[src/rtl/tp_final_pkg.sv]
// Shared definitions for the fetch stage: datapath width, PC step,
// FSM state encodings and a PC word-alignment helper.
package tp_final_pkg;

  localparam int ANCHO_DATO    = 32;
  localparam int INCREMENTO_PC = 4;

  typedef enum logic [1:0] {
    INICIO   = 2'd0,
    ESPERA   = 2'd1,
    RETENIDO = 2'd2
  } estado_t;

  // Instruction addresses are word aligned; the two low bits are dropped.
  function automatic logic [ANCHO_DATO-1:0] alinear(input logic [ANCHO_DATO-1:0] d);
    return {d[ANCHO_DATO-1:2], 2'b00};
  endfunction

endpackage

[src/rtl/etapa_fetch_if.sv]
// Instruction-memory read bus between the fetch stage (master) and the
// instruction memory (slave).
interface etapa_fetch_if;
  import tp_final_pkg::*;

  logic                  MemReq;
  logic [ANCHO_DATO-1:0] MemDir;
  logic                  MemAck;
  logic [ANCHO_DATO-1:0] MemDato;

  modport master (output MemReq, output MemDir, input MemAck, input MemDato);
  modport slave  (input MemReq, input MemDir, output MemAck, output MemDato);
endinterface

[src/rtl/sumador_pc.sv]
// Combinational PC incrementer; wraps modulo 2^32.
module sumador_pc
  import tp_final_pkg::*;
(
  input  logic [ANCHO_DATO-1:0] entrada,
  output logic [ANCHO_DATO-1:0] salida
);

  assign salida = entrada + ANCHO_DATO'(INCREMENTO_PC);

endmodule

[src/rtl/etapa_fetch.sv]
// Pipeline fetch stage: drives the instruction-memory request, latches the
// returned word into the IF/ID register, and parks one word in a hold
// buffer when decode stalls at the moment memory answers.
// Optional macro FETCH_COUNT_EN adds the CuentaInstr fetched-instruction
// counter output.
module etapa_fetch
  import tp_final_pkg::*;
#(
  parameter logic [ANCHO_DATO-1:0] PC_INICIAL = 32'h0000_0000
) (
  input  logic                  Clk,
  input  logic                  Reset,
  input  logic [ANCHO_DATO-1:0] PcSiguiente,
  input  logic                  Stall,
  input  logic                  Flush,
  etapa_fetch_if.master         mem,
  output logic [ANCHO_DATO-1:0] Pc,
  output logic [ANCHO_DATO-1:0] PcMas4,
  output logic [ANCHO_DATO-1:0] Instr,
  output logic [ANCHO_DATO-1:0] InstrPc,
  output logic                  InstrValida
`ifdef FETCH_COUNT_EN
  ,
  output logic [ANCHO_DATO-1:0] CuentaInstr
`endif
);

  estado_t               estado;
  logic                  mem_req;
  logic [ANCHO_DATO-1:0] pc;
  logic [ANCHO_DATO-1:0] instr;
  logic [ANCHO_DATO-1:0] instr_pc;
  logic                  instr_valida;
  logic [ANCHO_DATO-1:0] buf_dato;
  logic [ANCHO_DATO-1:0] buf_pc;

  sumador_pc u_sumador (
    .entrada (pc),
    .salida  (PcMas4)
  );

  assign mem.MemReq  = mem_req;
  assign mem.MemDir  = pc;
  assign Pc          = pc;
  assign Instr       = instr;
  assign InstrPc     = instr_pc;
  assign InstrValida = instr_valida;

  // Fetch FSM: request/accept/hold sequencing plus IF/ID and PC updates.
  // Flush overrides Stall and MemAck everywhere except INICIO.
  always_ff @(posedge Clk) begin
    if (Reset) begin
      estado       <= INICIO;
      mem_req      <= 1'b0;
      pc           <= PC_INICIAL;
      instr        <= '0;
      instr_pc     <= '0;
      instr_valida <= 1'b0;
      buf_dato     <= '0;
      buf_pc       <= '0;
    end else begin
      case (estado)
        INICIO: begin
          estado  <= ESPERA;
          mem_req <= 1'b1;
        end
        ESPERA: begin
          if (Flush) begin
            instr_valida <= 1'b0;
            buf_dato     <= '0;
            buf_pc       <= '0;
            pc           <= alinear(PcSiguiente);
          end else if (mem.MemAck) begin
            if (!Stall) begin
              instr        <= mem.MemDato;
              instr_pc     <= pc;
              instr_valida <= 1'b1;
              pc           <= alinear(PcSiguiente);
            end else begin
              // Decode busy: park the word and stop requesting.
              buf_dato <= mem.MemDato;
              buf_pc   <= pc;
              estado   <= RETENIDO;
              mem_req  <= 1'b0;
            end
          end else if (!Stall) begin
            instr_valida <= 1'b0;
          end
        end
        RETENIDO: begin
          if (Flush) begin
            instr_valida <= 1'b0;
            buf_dato     <= '0;
            buf_pc       <= '0;
            pc           <= alinear(PcSiguiente);
            estado       <= ESPERA;
            mem_req      <= 1'b1;
          end else if (!Stall) begin
            instr        <= buf_dato;
            instr_pc     <= buf_pc;
            instr_valida <= 1'b1;
            pc           <= alinear(PcSiguiente);
            estado       <= ESPERA;
            mem_req      <= 1'b1;
          end
        end
        default: begin
          estado  <= INICIO;
          mem_req <= 1'b0;
        end
      endcase
    end
  end

`ifdef FETCH_COUNT_EN
  logic                  nueva_instr;
  logic [ANCHO_DATO-1:0] cuenta;

  // A new instruction enters IF/ID on a stall-free accept or buffer release.
  assign nueva_instr = !Flush && !Stall &&
                       ((estado == ESPERA && mem.MemAck) || estado == RETENIDO);
  assign CuentaInstr = cuenta;

  // Fetched-instruction counter; survives Flush, wraps naturally.
  always_ff @(posedge Clk) begin
    if (Reset)            cuenta <= '0;
    else if (nueva_instr) cuenta <= cuenta + 1'b1;
  end
`endif

endmodule
[src/flat_wrapper.sv]
// flat-port wrapper written by rule: the top's interface ports become plain ports
module etapa_fetch_flat import tp_final_pkg::*;
#(
  parameter logic [ANCHO_DATO-1:0] PC_INICIAL = 32'h0000_0000
)
  (Clk, Reset, PcSiguiente, Stall, Flush, Pc, PcMas4, Instr, InstrPc, InstrValida, mem_MemReq, mem_MemDir, mem_MemAck, mem_MemDato);
  etapa_fetch_if mem_i ();
  input  logic Clk;
  input  logic Reset;
  input  logic [ANCHO_DATO-1:0] PcSiguiente;
  input  logic Stall;
  input  logic Flush;
  output logic [ANCHO_DATO-1:0] Pc;
  output logic [ANCHO_DATO-1:0] PcMas4;
  output logic [ANCHO_DATO-1:0] Instr;
  output logic [ANCHO_DATO-1:0] InstrPc;
  output logic InstrValida;
  output wire logic [$bits(mem_i.MemReq)-1:0] mem_MemReq;
  output wire logic [$bits(mem_i.MemDir)-1:0] mem_MemDir;
  input wire logic [$bits(mem_i.MemAck)-1:0] mem_MemAck;
  input wire logic [$bits(mem_i.MemDato)-1:0] mem_MemDato;
  assign mem_MemReq = mem_i.MemReq;
  assign mem_MemDir = mem_i.MemDir;
  assign mem_i.MemAck = mem_MemAck;
  assign mem_i.MemDato = mem_MemDato;
  etapa_fetch #(.PC_INICIAL(PC_INICIAL)) u_core (.Clk(Clk), .Reset(Reset), .PcSiguiente(PcSiguiente), .Stall(Stall), .Flush(Flush), .mem(mem_i), .Pc(Pc), .PcMas4(PcMas4), .Instr(Instr), .InstrPc(InstrPc), .InstrValida(InstrValida));
endmodule
[config.mk]
export PLATFORM = sky130hd
export DESIGN_NAME = etapa_fetch_flat
export DESIGN_NICKNAME = d
export VERILOG_FILES = /design/src/rtl/tp_final_pkg.sv /design/src/rtl/etapa_fetch_if.sv /design/src/rtl/sumador_pc.sv /design/src/rtl/etapa_fetch.sv /design/src/flat_wrapper.sv
export SDC_FILE = /design/constraint.sdc
export NUM_CORES = 1
export LEC_CHECK = 0
export BUFFER_PORTS_ARGS = -buffer_cell sky130_fd_sc_hd__buf_2
export CAP_MARGIN = 5
export CORE_AREA = 2 2 120 122
export CTS_CLUSTER_SIZE = 28
export DETAILED_ROUTE_END_ITERATION = 7
export DIE_AREA = 0 0 122 124
export PLACE_DENSITY_LB_ADDON = 0.05
export SLEW_MARGIN = 10
export SYNTH_ARGS = -nofsm -noshare
export SYNTH_HDL_FRONTEND = slang
export SYNTH_SLANG_ARGS = --single-unit
[constraint.sdc]
create_clock -name Clk -period 2.2 [get_ports Clk]
set_clock_uncertainty 0.2 [all_clocks]
set_input_delay 0.44 -clock Clk [delete_from_list [all_inputs] [get_ports Clk]]
set_output_delay 0.44 -clock Clk [all_outputs]
set_load 0.03 [all_outputs]
==> reports/metrics.csv, run 1 <==
metric,value,unit
fin_hold_ws,61.82,ps
die_area,15130,um^2
clk_latency,420,ps
num_vias,6516,
first_global_vias,6024,
finalMaxSlewViolations,0,
synthAdderAreaFrac,0.009003,
hpwl,12.78,mm
worst_ir_drop_vdd,0.5984,mV
nFillCells,1051,
grt_max_degree,79,
period_share,1.217,
rsz0062_at_grt,true,
syn_to_final_growth,40.60,%
diodes,0,
layout_common_cells,"buf_2 (191), dfxtp_1 (135), nor2_1 (127)",
synth_top_family_by_area,compound AO/OA/AOI/OAI gates,
netlist_instances,771,
clk_pin_slew,60,ps
synth-xor-area-share,0.03529,
layout.nets,1058,
synth-seq-cells,157,
cts.sink_count,157,
drt_iter0_drc,444,
hold_class,input pin to flip-flop,
max_slew_margin,0.5389,
p_leak,4.162,nW
cts-htree-levels,4,
avgSynthCellArea,9.013,um^2
synth_edf_count,0,
globalplace.congestion,0.7995,
layout.cells.non_filler,1176,
drive_gt1_frac,0.3986,
synth_ff_type,dfxtp_1,
final_hold_viol_count,0,
route.detailed.drc,0,
critical_path_arrival,2040,ps
outcome,finished with violations,
multi_input_area,3731,um^2
io_pins,231,
p_per_area,1179,nW/um^2
gr-total-overflow,0,
synth_compound_area_frac,0.1858,
antenna_found_initial,0,
grt_first_pass_wirelength,29.99,mm
synth-simple-area-share,0.1356,
cp_data_required_time,1560,ps
die_width,122,um
regArea,3183,um^2
avgViaCountPerCell,5.541,
wirelength,20.01,mm
synthTopCellsByArea,"dfxtp_1 (45%), mux2i_1 (9.2%), nor2_1 (7.0%)",
pre_cts_ws,-122.8,ps
maxCapViolations,0,
violations,setup timing,
placement.io_buffers,220,
core,13720,um^2
cts_buffers,17,
synth_cell_type_count,33,
end_kind,output pin,
min_period,2677,ps
synth_top_area_frac,0.4523,
num_rows,43,
grt_usage,0.2515,
cts_tree,done,
setup-violations-final,25,
root_buffer,clkbuf_16,
synthesis.area,6949,um^2
final_common_cell,buf_2,
wl_per_cell,17.01,um
fmaxAchievable,373.5,MHz
crit_fanout,4,
dp.cells,1124,
setup_ws,-477.2,ps
ys_warn_count,0,
seq_area_frac_synth,0.4523,
tns,-8133,ps
synth_top_area_cell,dfxtp_1,
cts_buffer_depth,2,
synthArstFlopShare,0,
ant_nets,0,
start_kind,flip-flop,
tightest_slew,691.7,ps
dr.pass1.iters,5,
synth_mux_area_frac,0.09219,
crit_type,flip-flop to output pin,
chipHeight,124,um
initial_core_util,0.5065,
worst max-delay path, stage by stage (launching register included):
cell and delay (ps):
dfxtp_2 360, nand4_1 200, nor3_4 290, buf_12 150
nand4_1 230, xnor2_4 240, buf_6 150
sequential cells by signal, indices dropped and copies added (netlist names):
name                count
u_core.Pc              30
u_core.buf_dato        32
u_core.InstrPc         30
u_core.estado           2
u_core.buf_pc          30
u_core.InstrValida      1
u_core.Instr           32
report_power, final:
part / internal, W / total [W] / switching [W] / leakage [nW]
combinational: 0.00186 / 0.00522 / 0.00336 / 2.60
sequential: 0.00324 / 0.00346 / 0.000216 / 1.28
clock: 0.00175 / 0.00284 / 0.00110 / 0.280
total: 0.00685 / 0.0115 / 0.00467 / 4.16
what timing repair did:
item | in CTS | in global routing
hold buffers | 0 | 0
setup buffers | 8 | 12
pin swaps | 14 | 12
endpoints found under the setup margin | 24 | 74
resized for setup | 70 | 31
gates cloned | 0 | 3
synth_stat cells, types with 4 or more instances:
| master | instances |
|---|---|
| nand4_1 | 8 |
| a211oi_1 | 63 |
| buf_2 | 31 |
| mux2i_1 | 64 |
| xor2_1 | 4 |
| clkbuf_1 | 38 |
| ha_1 | 5 |
| nor2_1 | 129 |
| nand3_1 | 42 |
| xnor2_1 | 24 |
| buf_4 | 38 |
| nand2_1 | 7 |
| and3_1 | 5 |
| inv_1 | 7 |
| dfxtp_1 | 157 |
| o21ai_0 | 31 |
| a22oi_1 | 62 |
| and4_1 | 6 |
| a21oi_1 | 32 |
kinds of logic (layout without fill, tap and decap cells):
family / count (synthesis) / count (layout)
compound gates: 192 / 192
simple gates: 207 / 207
flops: 157 / 157
fa+ha+maj: 5 / 5
mux: 64 / 64
buf+inv: 117 / 335
other cells: 1 / 8
xor+xnor: 28 / 28
area by class of cell:
type                    count  area share
well taps                 180     0.02305
inverters                   7    0.002689
flip-flops and latches    157      0.3258
clock buffers              24     0.04930
repair buffers            297      0.2083
multi-input cells         504      0.3819
clock inverters             7    0.008964
final timing paths:
path	start	end	slack [ps]	depth (start not counted)
worst max-delay path	u_core.Pc[4]	PcMas4[31]	-480	6
worst max register to register	u_core.estado[1]	u_core.Instr[15]	90	8
worst min register to register	u_core.InstrPc[26]	u_core.InstrPc[26]	300	2
worst min-delay path	PcSiguiente[3]	u_core.Pc[3]	60	3
per-stage QoR:
| step | power (W) | util | cell area [um^2] |
|---|---|---|---|
| finish | 0.01152 | 0.7122 | 9771 |
| global route | 0.01208 | 0.7122 | 9771 |
| CTS | 0.01142 | 0.6937 | 9517 |
| detailed placement | 0.008382 | 0.6282 | 8618 |
| global placement | 0.008298 | 0.6282 | 8618 |
| floorplan | 0.007104 | - | 7343 |
metal layers:
metal	wire length, um	up-vias	share of wire	track usage
met5	0	-	0	0
met4	326	0	0.016	0.08908
met3	1343	29	0.067	0.06731
met2	10250	244	0.51	0.4347
met1	8088	3114	0.40	0.3021
li1	-	3129	-	-
No activity file was read; power rests on OpenSTA's default activity.
==> inputs of run 2 (changes only) <==
- ABC_CLOCK_PERIOD_IN_PS: not set -> 2200
- PLACE_DENSITY: not set -> 0.82
- PLACE_DENSITY_LB_ADDON: 0.05 -> not set
- SKIP_LAST_GASP: not set -> 1
==> reports/metrics.csv, run 2 (same netlist as run 1, synthesis figures left out) <==
metric,value,unit
dr.pass1.iters,7,
final_hold_viol_count,0,
chipHeight,124,um
layout_common_cells,"buf_2 (193), dfxtp_1 (134), nor2_1 (127)",
dp.cells,1119,
ant_nets,0,
end_kind,output pin,
drive_gt1_frac,0.3992,
pre_cts_ws,-93.39,ps
finalPower,0.01175,W
first_global_vias,5999,
crit_chain,"nand4_1, nor3_4, buf_12, nand4_1, xnor2_4, buf_4",
tightest_slew,656.7,ps
cp_common_cell,nand4_1,
max_slew_margin,0.5622,
path_delay_family,simple AND/OR/NAND/NOR gates,
p_leak,4.139,nW
start_kind,flip-flop,
initial_core_util,0.5065,
slowest_delay,360,ps
cts_buffer_depth,2,
cpMaxStageDelayCell,dfxtp_4,
cp_data_required_time,1560,ps
die_area,15130,um^2
maxCapViolations,0,
tns,-7572,ps
fmaxAchievable,378.2,MHz
hold_class,input pin to flip-flop,
outcome,finished with violations,
gr-total-overflow,0,
avgViaCountPerCell,5.633,
wirelength,20.41,mm
crit_type,flip-flop to output pin,
root_buffer,clkbuf_16,
grt_first_pass_wirelength,29.59,mm
clk_latency,420,ps
cts_tree,done,
finalMaxSlewViolations,0,
grt_max_degree,69,
core,13720,um^2
period_share,1.202,
io_pins,231,
min_period,2644,ps
violations,setup timing,
placement.io_buffers,220,
syn_to_final_growth,39.90,%
clk_pin_slew,60,ps
num_vias,6636,
cts.sink_count,157,
layout.nets,1058,
worst_ir_drop_vdd,0.6737,mV
globalplace.congestion,0.8070,
p_per_area,1208,nW/um^2
wl_per_cell,17.33,um
antenna_found_initial,1,
crit_fanout,10,
hpwl,12.33,mm
setup-violations-final,24,
critical_path_arrival,2000,ps
final_common_cell,buf_2,
rsz0062_at_grt,true,
cts_buffers,17,
drt_iter0_drc,437,
route.detailed.drc,0,
cts-htree-levels,4,
num_rows,43,
grt_usage,0.2479,
critPathBufInv,2,
die_width,122,um
setup_ws,-444.3,ps
layout.cells.non_filler,1178,
## run 2: cell count changes in the layout (fill, tap and decap cells not counted), sizes merged
cell    delta
bufinv     +1
diode      +1
inv        +1
clkbuf     -1
## run 2: layout make-up
| cell class | count | area [um^2] |
|---|---|---|
| fill | 984 | 3998 |
| tap | 180 | 225.2 |
| antenna | 1 | 2.502 |
| sequential | 157 | 3182 |
| inverter | 7 | 26.28 |
| clock buffer | 23 | 499.2 |
| multi-input combinational | 504 | 3687 |
| timing repair buffer | 297 | 1969 |
| clock inverter | 9 | 130.1 |
## run 2: power by group
part / internal [W] / switching [W]
logic: 0.00182 / 0.00336
registers: 0.00324 / 0.000236
clock network: 0.00194 / 0.00115
total: 0.00700 / 0.00475
## run 2: layer usage
metal | up-vias | track usage | wire [um]
met5 | - | 0 | 0
met4 | 0 | 0.1135 | 340
li1 | 3131 | - | -
met1 | 3209 | 0.2992 | 8511
met3 | 34 | 0.05037 | 1203
met2 | 262 | 0.4263 | 10360
## run 2: path summary, 6_finish.rpt
check / from / end / slack (ps) / cells past startpoint
setup reg to reg: u_core.estado[1] / u_core.Instr[26] / 90 / 8
hold reg to reg: u_core.InstrPc[10] / u_core.InstrPc[10] / 300 / 2
hold / removal: PcSiguiente[15] / u_core.Pc[15] / 60 / 3
setup / recovery: u_core.Pc[2] / PcMas4[31] / -440 / 6
## run 2: per-stage QoR
stage,util,hold WS (ps),cell area [um^2]
after global routing,0.7084,53.28,9719
after CTS,0.6878,44.50,9437
after global placement,0.6254,278.0,8581
after floorplan,-,265.2,7343
final,0.7086,63.68,9722
after detailed placement,0.6254,282.1,8581
## run 2: timing repair
item	in CTS	in global routing
hold endpoints to repair	0	0
resized for setup	48	31
pin swaps	18	11
hold buffers	0	0
setup endpoints to repair	25	58
setup buffers	10	13
gates cloned	0	4
## run 2: tightest hold or removal path: cells and delay by family
kind | cells | cell delay [ps]
buffers and inverters | 1 | 100
AO/OA/AOI/OAI | 1 | 50
AND/OR/NAND/NOR | 1 | 60
